[src/rtl/mem_bus_arbiter_pkg.sv]
// Shared types and constants for the CPU-side virtual memory port arbiter.
// The IO segment base is also used by the memory controller's segment map.
package mem_bus_arbiter_pkg;

   localparam logic [31:0] VIRT_IO_SEGMENT_START = 32'hffff_0000;

   typedef enum logic [1:0] {
      ST_IDLE    = 2'd0,
      ST_ACCESS  = 2'd1,
      ST_CAPTURE = 2'd2,
      ST_ACK     = 2'd3
   } arb_state_t;

   typedef enum logic {
      GNT_I = 1'b0,
      GNT_D = 1'b1
   } grant_t;

   // Word alignment is required on both ports; fetches may not reach into IO space.
   function automatic logic access_legal(input grant_t gnt, input logic [31:0] addr);
      logic legal;
      legal = (addr[1:0] == 2'b00);
      if (gnt == GNT_I && addr >= VIRT_IO_SEGMENT_START) legal = 1'b0;
      return legal;
   endfunction

endpackage

[src/rtl/mem_arb_priority.sv]
// Winner selection between fetch (I) and load/store (D) plus the D-streak
// counter that keeps a pending fetch from starving behind data traffic.
module mem_arb_priority
   import mem_bus_arbiter_pkg::*;
#(
   parameter int MAX_D_STREAK = 4
) (
   input  logic   clk,
   input  logic   rst,
   input  logic   arb_en,
   input  logic   reqI,
   input  logic   reqD,
   output logic   gnt_valid,
   output grant_t gnt
);

   localparam int SW = $clog2(MAX_D_STREAK + 1);
   localparam logic [SW-1:0] STREAK_MAX = SW'(MAX_D_STREAK);

   logic [SW-1:0] streak_q;
   logic          starve;

   assign starve    = reqI && (streak_q >= STREAK_MAX);
   assign gnt_valid = reqI || reqD;
   assign gnt       = (reqD && !starve) ? GNT_D : GNT_I;

   // NOTE: sequential state uses non-blocking assignments so every register
   // samples the pre-edge values and simulation matches the synthesized flops.
   always_ff @(posedge clk or negedge rst) begin
      if (!rst) begin
         streak_q <= '0;
      end else if (arb_en && gnt_valid) begin
         if (gnt == GNT_D && reqI) begin
            if (streak_q != STREAK_MAX) streak_q <= streak_q + SW'(1);
         end else begin
            streak_q <= '0;
         end
      end
   end

endmodule

[src/rtl/mem_bus_arbiter.sv]
// Shares the memory controller's virtual port between instruction fetch (I)
// and load/store (D): arbitrate in IDLE, one memory cycle, capture, acknowledge.
module mem_bus_arbiter
   import mem_bus_arbiter_pkg::*;
#(
   parameter int MAX_D_STREAK = 4
) (
   input  logic        clk,
   input  logic        rst,
   input  logic        reqI,
   input  logic [31:0] addrI,
   output logic [31:0] rdataI,
   output logic        ackI,
   output logic        errI,
   input  logic        reqD,
   input  logic [31:0] addrD,
   input  logic [31:0] wdataD,
   input  logic        weD,
   output logic [31:0] rdataD,
   output logic        ackD,
   output logic        errD,
   output logic [31:0] addressVirt,
   output logic [31:0] dataInVirt,
   input  logic [31:0] dataOutVirt,
   output logic        wEnVirt
);

   arb_state_t  state_q, state_d;
   grant_t      gnt, gnt_q, ack_gnt;
   logic        gnt_valid;
   logic        arb_en;
   logic        win_legal;
   logic        win_we;
   logic [31:0] win_addr;
   logic [31:0] addr_q, wdata_q;
   logic        we_q;
   logic        enter_ack;

   assign arb_en = (state_q == ST_IDLE);

   mem_arb_priority #(
      .MAX_D_STREAK (MAX_D_STREAK)
   ) u_priority (
      .clk       (clk),
      .rst       (rst),
      .arb_en    (arb_en),
      .reqI      (reqI),
      .reqD      (reqD),
      .gnt_valid (gnt_valid),
      .gnt       (gnt)
   );

   assign win_addr  = (gnt == GNT_D) ? addrD : addrI;
   assign win_we    = (gnt == GNT_D) && weD;
   assign win_legal = access_legal(gnt, win_addr);

   // NOTE: every always_comb output gets a default before any branch so no
   // path leaves it unassigned and no latch is inferred.
   always_comb begin
      state_d = state_q;
      unique case (state_q)
         ST_IDLE:    if (gnt_valid) state_d = win_legal ? ST_ACCESS : ST_ACK;
         ST_ACCESS:  state_d = ST_CAPTURE;
         ST_CAPTURE: state_d = ST_ACK;
         ST_ACK:     state_d = ST_IDLE;
         default:    state_d = ST_IDLE;
      endcase
   end

   // Illegal accesses jump straight from IDLE to ACK, before gnt_q is loaded.
   assign ack_gnt   = (state_q == ST_IDLE) ? gnt : gnt_q;
   assign enter_ack = (state_d == ST_ACK);

   // NOTE: every register here, data included, is reset so a mid-access abort
   // leaves the port and both rdata outputs in a known state.
   always_ff @(posedge clk or negedge rst) begin
      if (!rst) begin
         state_q <= ST_IDLE;
         gnt_q   <= GNT_I;
         addr_q  <= '0;
         wdata_q <= '0;
         we_q    <= 1'b0;
         ackI    <= 1'b0;
         errI    <= 1'b0;
         ackD    <= 1'b0;
         errD    <= 1'b0;
         rdataI  <= '0;
         rdataD  <= '0;
      end else begin
         state_q <= state_d;

         if (arb_en && gnt_valid) begin
            gnt_q <= gnt;
            if (win_legal) begin
               addr_q  <= win_addr;
               wdata_q <= wdataD;
               we_q    <= win_we;
            end
         end

         ackI <= enter_ack && (ack_gnt == GNT_I);
         ackD <= enter_ack && (ack_gnt == GNT_D);
         errI <= enter_ack && arb_en && (ack_gnt == GNT_I);
         errD <= enter_ack && arb_en && (ack_gnt == GNT_D);

         if (state_q == ST_CAPTURE && !we_q) begin
            if (gnt_q == GNT_I) rdataI <= dataOutVirt;
            else                rdataD <= dataOutVirt;
         end
      end
   end

   assign addressVirt = addr_q;
   assign dataInVirt  = wdata_q;
   assign wEnVirt     = (state_q == ST_ACCESS) && we_q;

endmodule

[config.mk]
export PLATFORM = sky130hd
export DESIGN_NAME = mem_bus_arbiter
export DESIGN_NICKNAME = d
export VERILOG_FILES = /design/src/rtl/mem_bus_arbiter_pkg.sv /design/src/rtl/mem_arb_priority.sv /design/src/rtl/mem_bus_arbiter.sv
export SDC_FILE = /design/constraint.sdc
export NUM_CORES = 1
export LEC_CHECK = 0
export ABC_AREA = 1
export ABC_CLOCK_PERIOD_IN_PS = 2650
export CAP_MARGIN = 25
export CELL_PAD_IN_SITES_DETAIL_PLACEMENT = 1
export CELL_PAD_IN_SITES_GLOBAL_PLACEMENT = 2
export CORE_UTILIZATION = 24
export CTS_BUF_LIST = sky130_fd_sc_hd__clkbuf_8
export DETAILED_ROUTE_END_ITERATION = 8
export PLACE_DENSITY_LB_ADDON = 0.1
export SYNTH_ARGS = -nofsm -noshare
export SYNTH_HDL_FRONTEND = slang
export SYNTH_HIERARCHICAL = 1
export SYNTH_SLANG_ARGS = --single-unit
[constraint.sdc]
create_clock -name clk -period 2.65 [get_ports clk]
set_clock_uncertainty 0.05 [all_clocks]
set_input_delay 0.265 -clock clk [delete_from_list [all_inputs] [get_ports clk]]
set_output_delay 0.265 -clock clk [all_outputs]
set_load 0.01 [all_outputs]
Word level (Yosys, flattened, before mapping)
Index checks and enable logic that the tools add are counted.
- logic and storage cells: 55
- flip-flop bits (word level): 139
- input bits: 133
- reductions and logical operators: 22
- add/subtract/negate cells: 1
- magnitude comparators: 2
- equality and inequality tests: 6
- bitwise operators: 3
- muxes and demuxes: 9
- operator list (operator ; number):
    32-bit >= comparator (second input constant) ; 1
    32-bit two-way mux ; 1
    1-bit logical AND ; 13
    2-bit case mux with 4 select lines ; 1
    2-bit AND reduction ; 4
    2-bit == test (second input constant) ; 3
    3-bit two-way mux ; 2
    2-bit logical NOT ; 2
    2-bit two-way mux ; 2
    3-bit by 1-bit adder with 3-bit output (second input constant) ; 1
    3-bit >= comparator (second input constant) ; 1
    1-bit two-way mux ; 3
    3-bit inequality test (second input constant) ; 1
    1-bit inverter ; 3
    2-bit by 1-bit == test with 1-bit output (second input constant) ; 1
    1-bit logical NOT ; 2
    2-bit inequality test (second input constant) ; 1
    1-bit logical OR ; 1

Logic depth before layout (Yosys ltp)
- depth after elaboration: 15
- depth in mapped cells: 15
- gate-level depth less buffers: 12

Modules after synthesis
The synthesis kept the hierarchy.
- modules (own cells, without submodules) (module ; times used ; cells each ; area an instance (um^2)):
    mem_bus_arbiter ; 1 ; 698 ; 5854.4
    mem_arb_priority ; 1 ; 25 ; 182.7

Worst setup path after synthesis
Ideal clock, no wire load.
- path kind: register to register
- start point: register u_priority.streak_q[2]
- end point: register addr_q[22] (netlist: addressVirt[22])
- slack: 0.732 ns
- path buffers: 3
- library setup time: 0.117 ns
- data required time: 2.483 ns
- cell stages (with the launch flop): 16
- arrival: 1.751 ns
- cells stage by stage: dfrtp_1 -> a21boi_0 -> inv_1 -> buf_2 -> nand2_1 -> nand2_1 -> nor2_1 -> nand2_1 -> nor2_1 -> nand2_1 -> nand2_1 -> nand2_1 -> buf_6 -> buf_6 -> nand2_1 -> nand2_1
- longest elaborated chain between the ends: 10
- elaborated cells between the ends (all ways): 12
- classes of those cells: 2 x order compare; 3 x mux; 1 x bitwise; 6 x reduce/logical
- RTL lines (what ; RTL line ; text):
    from (decl) ; mem_arb_priority.sv:20 ; logic [SW-1:0] streak_q;
    from (signal assigned) ; mem_arb_priority.sv:34 ; if (streak_q != STREAK_MAX) streak_q <= streak_q + SW'(1);
    3-bit >= comparator (*) ; mem_arb_priority.sv:23 ; assign starve = reqI && (streak_q >= STREAK_MAX);
    1-bit logical AND (*) ; mem_arb_priority.sv:23 ;
    1-bit logical NOT (*) ; mem_arb_priority.sv:25 ; assign gnt = (reqD && !starve) ? GNT_D : GNT_I;
    1-bit logical AND (*) ; mem_arb_priority.sv:25 ;
    1-bit two-way mux (*) ; mem_arb_priority.sv:25 ;
    net gnt ; mem_bus_arbiter.sv:29 ; grant_t gnt, gnt_q, ack_gnt;
    32-bit two-way mux ; mem_bus_arbiter.sv:53 ; assign win_addr = (gnt == GNT_D) ? addrD : addrI;
    32-bit >= comparator ; mem_bus_arbiter_pkg.sv:23 ; if (gnt == GNT_I && addr >= VIRT_IO_SEGMENT_START) legal = 1'b0;
    1-bit logical AND ; mem_bus_arbiter_pkg.sv:23 ;
    1-bit two-way mux ; mem_bus_arbiter_pkg.sv:23 ;
    2-bit AND reduction (no line) ; n/a ;
    to (signal assigned) ; mem_bus_arbiter.sv:95 ; addr_q <= win_addr;
    to (decl) ; mem_bus_arbiter.sv:35 ; logic [31:0] addr_q, wdata_q;
Mark *: on every way through the listed nets, which the timed path passes. The rest lies on a longest branch.
A chain may end at the register's enable or synchronous reset.

Final worst setup path
- start point: register u_priority.streak_q[2]
- end point: register addr_q[16] (netlist: addressVirt[16])
Same word-level chain as after synthesis.

==> load_flow_metrics.sql <==
INSERT INTO impl_metrics (metric_group, metric, value, unit) VALUES
('synth', 'synth_top_area_cell', 'sky130_fd_sc_hd__dfrtp_1', ''),
('sta', 'timing.slew.headroom', '0.607', ''),
('place', 'post_place_cell_area', '9070', 'sq um'),
('die', 'fp.dieW', '161', 'um'),
('hold_path', 'min_path_type', 'in2async', ''),
('routing', 'via_count', '5482', ''),
('outcome', 'status', 'completed', ''),
('routing', 'route.antenna.remaining_nets', '0', ''),
('critical_path', 'cp_data_arrival_time', '2.59', 'ns'),
('routing', 'route.final.wire_length', '20000', 'um'),
('grt', 'global_route.overflow_total', '0', ''),
('sta', 'worst_pin_slew', '0.589', 'ns'),
('sta', 'fin_crit', '2.31', 'ns'),
('cts', 'ctsLongestPathBuffers', '2', ''),
('die', 'boundaryPins', '266', ''),
('cts', 'clock_root_buffer', 'sky130_fd_sc_hd__clkbuf_8', ''),
('routing', 'detail_route.iter0.violations', '204', ''),
('routing', 'detail_route.drc_violations', '0', ''),
('grt', 'first_pass_grt_wire_length', '32200', 'um'),
('sta', 'tns', '0', 'ns'),
('synth', 'synth_area_per_cell', '8.35', 'sq um'),
('sta', 'min_period_over_period', '0.870', ''),
('grt', 'grt_pass1_vias', '5802', ''),
('synth', 'synth_seq_cells', '139', ''),
('synth', 'ys_seq_area_frac', '0.576', ''),
('critical_path', 'worstSetupEndpointType', 'flop', ''),
('synth', 'synth_nets', '861', ''),
('sta', 'rsz0062_at_grt', 'no', ''),
('die', 'fp-row-count', '57', ''),
('routing', 'vias_per_cell', '4.15', ''),
('die', 'die-height', '161', 'um'),
('cts', 'quantity_of_gates_resized_following_cts', '0', ''),
('power_and_ir_drop', 'vdd.ir_drop.worst', '0.311', 'mV'),
('synth', 'synth.top_cell.area_share', '0.576', ''),
('power_and_ir_drop', 'p_leak', '4.63', 'nW'),
('routing', 'detail_route.wl_per_cell', '15.1', 'um'),
('critical_path', 'worstRegToRegCells', '13', ''),
('sta', 'timing_hold_violations_final', '0', ''),
('critical_path', 'worstPathRequired', '2.93', 'ns'),
('synth', 'yosys-top-cells-area', 'sky130_fd_sc_hd__dfrtp_1 58%, sky130_fd_sc_hd__nand2_1 18%, sky130_fd_sc_hd__nand3_1 6.5%, sky130_fd_sc_hd__o21ai_0 5.7%, sky130_fd_sc_hd__inv_1 4.8%', ''),
('cts', 'cts_inserted_buffers', '17', ''),
('sta', 'hold_ws', '0.276', 'ns'),
('cells_and_area', 'n_antenna_cell', '0', ''),
('cts', 'cts_tree', 'built', ''),
('place', 'portBuffers', '265', ''),
('cells_and_area', 'fin_nets', '1125', ''),
('cells_and_area', 'drive_above_1_share', '0.0551', ''),
('routing', 'firstDrtPassIters', '4', ''),
('die', 'core_area', '24500', 'sq um'),
('cts', 'cts.hold.buffers_added', '1', ''),
('job', 'timing.max_cap.violations', '0', ''),
('synth', 'ys_warn_count', '6', ''),
('place', 'detailedPlacementHpwl', '14300', 'um'),
('critical_path', 'crit_fanout', '29', ''),
('cts', 'htree_levels', '4', ''),
('cts', 'cts.sinks', '139', ''),
('power_and_ir_drop', 'power_per_cell_area', '1040', 'nW/um^2'),
('sta', 'final-max-slew-violation-count', '0', ''),
('synth', 'synth_cell_types', '20', ''),
('sta', 'setup_viol_count_final', '0', ''),
('grt', 'track_usage', '0.161', ''),
('cts', 'number_of_buffers_inserted_by_post_cts_setup_repair', '0', ''),
('place', 'gp_congestion', '0.720', ''),
('synth', 'syn-cell-area', '6040', 'sq um'),
('die', 'initial_cell_density_of_the_core', '0.247', ''),
('cts', 'clock_latency', '0.44', 'ns'),
('grt', 'grt_max_degree', '65', ''),
('die', 'fp.dieArea', '25800', 'sq um'),
('grt', 'antenna_violations_before_repair', '0', ''),
('cells_and_area', 'area_growth', '57.1', '%'),
('critical_path', 'crit_type', 'reg2reg', ''),
('sta', 'fmax', '434', 'MHz'),
('cells_and_area', 'fin_area', '9480', 'sq um'),
('critical_path', 'timing.critical_path.from_type', 'flop', ''),
('synth', 'synth_cells', '723', ''),
('cts', 'clock_slew_at_the_register_clock_pins_of_the_worst_setup_and_hold_paths', '0.08', 'ns');
[critical path: stages (launching register included)]
cell and delay (ns):
sky130_fd_sc_hd__dfrtp_1 0.44, sky130_fd_sc_hd__a21boi_4 0.21, sky130_fd_sc_hd__inv_1 0.25, sky130_fd_sc_hd__nand2_1 0.16, sky130_fd_sc_hd__nand2_1 0.06, sky130_fd_sc_hd__nor2_1 0.13
sky130_fd_sc_hd__nand2_1 0.07, sky130_fd_sc_hd__nor2_1 0.13, sky130_fd_sc_hd__nand2_1 0.08, sky130_fd_sc_hd__nand2_2 0.13, sky130_fd_sc_hd__nand2_2 0.15, sky130_fd_sc_hd__buf_12 0.21
sky130_fd_sc_hd__nand3_1 0.08, sky130_fd_sc_hd__nand2_1 0.05
[area by class of cell]
cell class	instances	area, sq um
clock inverter	13	166
multi-input combinational	466	2020
tap	324	405
clock buffer	17	234
fill	2893	15000
sequential	139	3480
inverter	78	293
timing repair buffer	285	2880
[registers in the layout, summed over array words and instances (netlist names)]
signal,cells
we_q,1
ackI,1
dataInVirt,32
errI,1
state_q,2
u_priority/streak_q,3
addressVirt,32
errD,1
rdataI,32
rdataD,32
ackD,1
gnt_q,1
[synth_stat cells (all sizes together)]
master    n
a21boi    1
a21oi     1
buf      19
clkbuf   21
dfrtp   139
ha        5
inv      78
nand2   284
nand3    78
nand3b    1
nand4     2
nor2     21
nor3      1
nor4      1
o211ai    1
o21ai    70
[metal layers]
layer	vias up	GRT usage	share of wire
met5	-	0	0
met3	12	0.0501	0.065
met4	0	0.0416	0.0080
met2	166	0.250	0.46
met1	2540	0.218	0.47
li1	2764	-	-
[cells in the final DEF (no fill, tap or decap), types with 4 or more instances in the layout]
master / n
sky130_fd_sc_hd__buf_4: 13
sky130_fd_sc_hd__dfrtp_1: 139
sky130_fd_sc_hd__nand3_1: 77
sky130_fd_sc_hd__nand2_1: 282
sky130_fd_sc_hd__o21ai_0: 69
sky130_fd_sc_hd__inv_6: 4
sky130_fd_sc_hd__clkbuf_8: 17
sky130_fd_sc_hd__inv_1: 78
sky130_fd_sc_hd__nor2_1: 20
sky130_fd_sc_hd__clkdlybuf4s50_1: 264
sky130_fd_sc_hd__ha_1: 5
sky130_fd_sc_hd__buf_12: 6
[cells by family after synthesis]
logic type	synth area share
AND/OR/NAND/NOR	0.260
buffers and inverters	0.0922
flip-flops	0.576
AO/OA/AOI/OAI	0.0613
adder cells (fa/ha/maj)	0.0104
[where the power goes]
part | internal, mW | switching [mW]
sequential | 3.11 | 0.538
clock | 0.929 | 0.879
combinational | 2.35 | 2.04
[through the flow]
| step | worst slack [ns] | total power [mW] | utilization | cells |
|---|---|---|---|---|
| 4_1_cts | 0.288 | 10.1 | 0.388 | 1322 |
| 3_3_place_gp | 0.0260 | 8.11 | 0.371 | 1291 |
| 5_1_grt | 0.0422 | 10.6 | 0.388 | 1322 |
| 6_report | 0.344 | 9.85 | 0.388 | 1322 |
| 3_5_place_dp | -0.0296 | 8.18 | 0.371 | 1291 |
| 2_1_floorplan | 0.732 | 5.46 | - | 723 |
[final timing paths]
path / startpoint / to / slack, ns
min in group clk: wdataD[7] / dataInVirt[7]$_DFFE_PN0P_ / 0.30
min: rst / rdataI[10]$_DFFE_PN0P_ / 0.28
max: u_priority/streak_q[2]$_DFFE_PN0P_ / addressVirt[16]$_DFFE_PN0P_ / 0.34
min reg2reg: rdataI[25]$_DFFE_PN0P_ / rdataI[25]$_DFFE_PN0P_ / 0.44
max reg2reg: u_priority/streak_q[2]$_DFFE_PN0P_ / addressVirt[16]$_DFFE_PN0P_ / 0.34
max in group asynchronous: rst / ackI$_DFF_PN0_ / 1.44
(Power assumes the default switching activity.)
